**src/rtl/nbit_sum_accumulator.sv**
```systemverilog
// nbit_sum_accumulator
//   Sums COUNT consecutive N-bit samples from the adder into a widened
//   accumulator and presents each block total on a valid/ready output.
//   The accumulator is wide enough that COUNT*(2^N-1) always fits.
// Ports
//   clk, rst   : clock and synchronous active-high reset
//   in_valid   : in_data carries a sample this cycle
//   in_ready   : block can take a sample (high while accumulating)
//   in_data    : unsigned N-bit sample
//   clr        : drop a partially accumulated block (ignored while holding)
//   out_valid  : out_sum holds a completed block total
//   out_ready  : downstream takes out_sum this cycle
//   out_sum    : ACC_W-bit block total
//   out_last   : high in the cycle the total is handed off
module nbit_sum_accumulator #(
  parameter int N     = 2,
  parameter int COUNT = 4,
  parameter int ACC_W = N + $clog2(COUNT)
) (
  input  logic             clk,
  input  logic             rst,
  input  logic             in_valid,
  output logic             in_ready,
  input  logic [N-1:0]     in_data,
  input  logic             clr,
  output logic             out_valid,
  input  logic             out_ready,
  output logic [ACC_W-1:0] out_sum,
  output logic             out_last
);

  localparam int CNT_W = (COUNT > 1) ? $clog2(COUNT) : 1;
  localparam logic [CNT_W-1:0] CNT_LAST = CNT_W'(COUNT - 1);

  typedef enum logic {ACCUM = 1'b0, HOLD = 1'b1} state_t;

  state_t             state_q, state_d;
  logic [ACC_W-1:0]   acc_q,   acc_d;
  logic [CNT_W-1:0]   cnt_q,   cnt_d;
  logic [ACC_W-1:0]   out_sum_q, out_sum_d;
  logic               accept;
  logic [ACC_W-1:0]   data_ext;

  // in_ready depends on state only, so there is no combinational path
  // from out_ready or in_valid back to the upstream stage.
  assign in_ready  = (state_q == ACCUM);
  assign out_valid = (state_q == HOLD);
  assign out_last  = out_valid & out_ready;
  assign out_sum   = out_sum_q;
  assign accept    = in_valid & in_ready;
  assign data_ext  = ACC_W'(in_data);

  always_comb begin
    state_d   = state_q;
    acc_d     = acc_q;
    cnt_d     = cnt_q;
    out_sum_d = out_sum_q;
    case (state_q)
      ACCUM: begin
        if (clr) begin
          // abort wins over a sample offered in the same cycle
          acc_d = '0;
          cnt_d = '0;
        end else if (accept) begin
          if (cnt_q == CNT_LAST) begin
            out_sum_d = acc_q + data_ext;
            acc_d     = '0;
            cnt_d     = '0;
            state_d   = HOLD;
          end else begin
            acc_d = acc_q + data_ext;
            cnt_d = cnt_q + CNT_W'(1);
          end
        end
      end
      HOLD: begin
        // no bypass: the next block starts one cycle after the handoff
        if (out_ready) state_d = ACCUM;
      end
      default: state_d = ACCUM;
    endcase
  end

  always_ff @(posedge clk) begin
    if (rst) begin
      state_q   <= ACCUM;
      acc_q     <= '0;
      cnt_q     <= '0;
      out_sum_q <= '0;
    end else begin
      state_q   <= state_d;
      acc_q     <= acc_d;
      cnt_q     <= cnt_d;
      out_sum_q <= out_sum_d;
    end
  end

endmodule

```
**config.mk**
```make
export PLATFORM = sky130hd
export DESIGN_NAME = nbit_sum_accumulator
export DESIGN_NICKNAME = d
export VERILOG_FILES = /design/src/rtl/nbit_sum_accumulator.sv
export SDC_FILE = /design/constraint.sdc
export NUM_CORES = 1
export LEC_CHECK = 0
export CELL_PAD_IN_SITES_DETAIL_PLACEMENT = 1
export CELL_PAD_IN_SITES_GLOBAL_PLACEMENT = 1
export CORE_MARGIN = 2
export CORE_UTILIZATION = 33
export CTS_BUF_LIST = sky130_fd_sc_hd__clkbuf_8 sky130_fd_sc_hd__clkbuf_16
export DETAILED_ROUTE_END_ITERATION = 12
export GPL_ROUTABILITY_DRIVEN = 0
export PLACE_DENSITY_LB_ADDON = 0.2
export RECOVER_POWER = 50
export SLEW_MARGIN = 20
export SYNTH_ARGS = -nofsm -noshare
export SYNTH_HDL_FRONTEND = slang
export SYNTH_SLANG_ARGS = --single-unit
```
**constraint.sdc**
```tcl
create_clock -name clk -period 1.5 [get_ports clk]
set_input_delay 0.15 -clock clk [delete_from_list [all_inputs] [get_ports clk]]
set_output_delay 0.15 -clock clk [all_outputs]
set_load 0.02 [all_outputs]
```
==> metrics.txt, run 1 <==
WP data required=1.35 ns; CP top delay family=buffers and inverters; post-synthesis register bit count=11; Post-Synthesis Cells=57; CTS max path bufs=2; Crit Path Max Fanout=7; share of cells above drive strength 1=16.9%; simple-gate portion of the synthesized area=23.2%; Synth Cell Area=539 um^2; cell row count=14; commonest cells after routing, fill and taps aside=10 x nor2_1, 10 x dfxtp_1, 7 x clkdlybuf4s50_1, 5 x dlygate4sd3_1, 5 x buf_4; die area=1970 um^2; post-synthesis mux area share=5.57%; RSZ-0062 raised after global routing=no; synth top area cells=dfxtp_1 41%, ha_1 7.0%, nor2_1 7.0%; Worst Hold Class=reg -> reg; vias in the first global route=520; # setup viols final=0; combinational power share=10.5%; fill count=178; Peak VDD IR=0.000530 V; CORE AREA=1520 um^2; post-synth top area cell=dfxtp_1; Synth Area in XOR/XNOR=0%; sw power=147 uW; port bufs=13; diodes inserted=0; register area=221 um^2; Routed WL per cell=13.5 um; CTS root buf=clkbuf_8; maxcap violations=0; HPWL Detailed=973 um; Final nets=89; CTS Sinks=11; fmax=0.711 GHz; First-pass DRT Iterations=4; Die H=44.4 um; clock latency on the worst-skew pair=0.24 ns; vias post-DR=483; first-pass GRT wire length=2210 um; total power=663 uW; htree depth=1; leakage=0.318 nW; initial antenna violation count=0; CP peak stage delay=0.60 ns; CTS Hold Buffers Added=0; GRT Residual Overflow=0; sequential share of power=45.5%; critical path class=reg -> out; Synth Area in Adders=10.7%; top cell type's share of synthesized area=40.8%; CTS Buf Count=3; final-report hold violation count=0; Worst setup SP type=flip-flop; post-DR vias/cell=5.19; area of the multi-input gates=308 um^2; clock transition at the registers of the reported paths=0.05 ns; die width=44.4 um; CTS tree=yes; slowest CP cell=clkdlybuf4s50_1; Post-Synthesis Mean Instance Area=9.46 um^2; Worst slew margin=78.7%; Clock Skew=0.00193 ns; post-CTS sizing=2; final core occ=50.4%; Initial Util=35.4%; setup TNS=0 ns; Post-DRT Antenna Nets=0; largest net degree at the start of global routing=9; # IOs=14; Power Dens Cells=862 nW/um^2; Seq/Total Area, Yosys=40.8%; Final Critical Period=1.41 ns; Final Slew Violations=0; initial DRC count=5; clock power share=44.1%; sw frac=22.2%; Worst Tran Pin Value=0.319 ns; Synth-to-Final Area Change=42.5%; gr usage total=16.4%; yosys warns=0; DRC viols=0; Synth Net Count=68; P_int=515 uW; Setup Fix Bufs, Post-CTS=0; Post-Route WL=1250 um; status=finished clean; cell chain of the critical path=inv_1 -> clkdlybuf4s50_1; Crit path buffers/inverters=2; post-synthesis compound-gate area fraction=16.7%; Yosys cell types=24; largest family of logic cells by synthesized area=simple AND/OR/NAND/NOR gates; arrival time of the worst setup path=1.26 ns; critical path capture point type=primary output; Tcrit/Tclk final=93.8%
-- sequential cells by signal, summed over array words and instances, names as in the netlist --
signal and count:
acc_q 4, cnt_q 2, out_sum 4, out_valid 1
-- area by class of cell --
cell class,count,share of cell area [%]
clock inverter,1,0.489
timing repair buffer,18,21.7
sequential,11,28.8
inverter,2,0.977
clock buffer,3,5.37
tap,16,2.61
multi-input combinational,42,40.1
-- cells by family (layout without fill, tap and decap cells) --
logic type	Yosys count	count (layout)
and+or+nand+nor	23	23
AOI/OAI and AO/OA	12	12
DFF	11	11
adders and majority gates	4	4
muxes	3	3
buffers and inverters	4	24
-- worst min-delay path: cells and delay by family, from the launching register on --
kind	cells	cell delay (ns)
AOI/OAI and AO/OA	1	0.06
DFF	1	0.31
and+or+nand+nor	1	0.05
-- cell usage after synthesis --
master    count
a211oi_1      2
a21o_1        1
a21oi_1       3
a22oi_1       2
a32oi_1       1
and4bb_2      1
buf_2         1
clkbuf_1      1
dfxtp_1      11
fa_1          1
ha_1          3
inv_1         2
mux2i_1       3
nand2_1       3
nand2b_1      1
nand3_1       1
nand3b_1      1
nor2_1       10
nor2b_1       3
nor3b_1       1
nor4b_1       1
o21ai_0       2
o21bai_4      1
or4b_1        1
-- per-layer routing --
metal  track usage, %  part of all wire [%]  vias up
li1                 -                     -      239
met1             18.3                    45      225
met2             25.0                    48       15
met3             6.94                   5.1        4
met4             11.5                   2.4        0
met5                0                     0        -
-- power by group through the flow --
stage / combinational [mW] / sequential [mW] / clock, mW
6_report: 0.0693 / 0.301 / 0.292
3_5_place_dp: 0.0689 / 0.307 / 0
3_3_place_gp: 0.0675 / 0.307 / 0
2_1_floorplan: 0.0319 / 0.306 / 0
5_1_grt: 0.0780 / 0.302 / 0.311
4_1_cts: 0.0701 / 0.301 / 0.297
-- through the flow --
step / setup slack (ns) / instance area, um^2 / std cells / hold slack (ns)
3_3_place_gp: -0.176 / 718 / 89 / 0.451
5_1_grt: 0.0261 / 768 / 93 / 0.492
4_1_cts: 0.0375 / 763 / 93 / 0.467
2_1_floorplan: 0.149 / 539 / 57 / 0.330
3_5_place_dp: -0.198 / 718 / 89 / 0.454
6_report: 0.0932 / 768 / 93 / 0.468
-- final timing paths --
kind / start / endpoint / slack (ns) / depth (start not counted)
worst min-delay path: acc_q[0] / acc_q[0] / 0.47 / 2
worst max register to register: acc_q[0] / out_sum[2] / 0.14 / 5
worst max-delay path: out_valid / in_ready / 0.09 / 2
worst min register to register: acc_q[0] / acc_q[0] / 0.47 / 2
(Power assumes the default switching activity.)
==> run 2: changes to the inputs <==
SLEW_MARGIN = default   (was 20)
==> results of run 2 <==
Same layout as run 1: the final DEF is identical, and so are final timing and power.
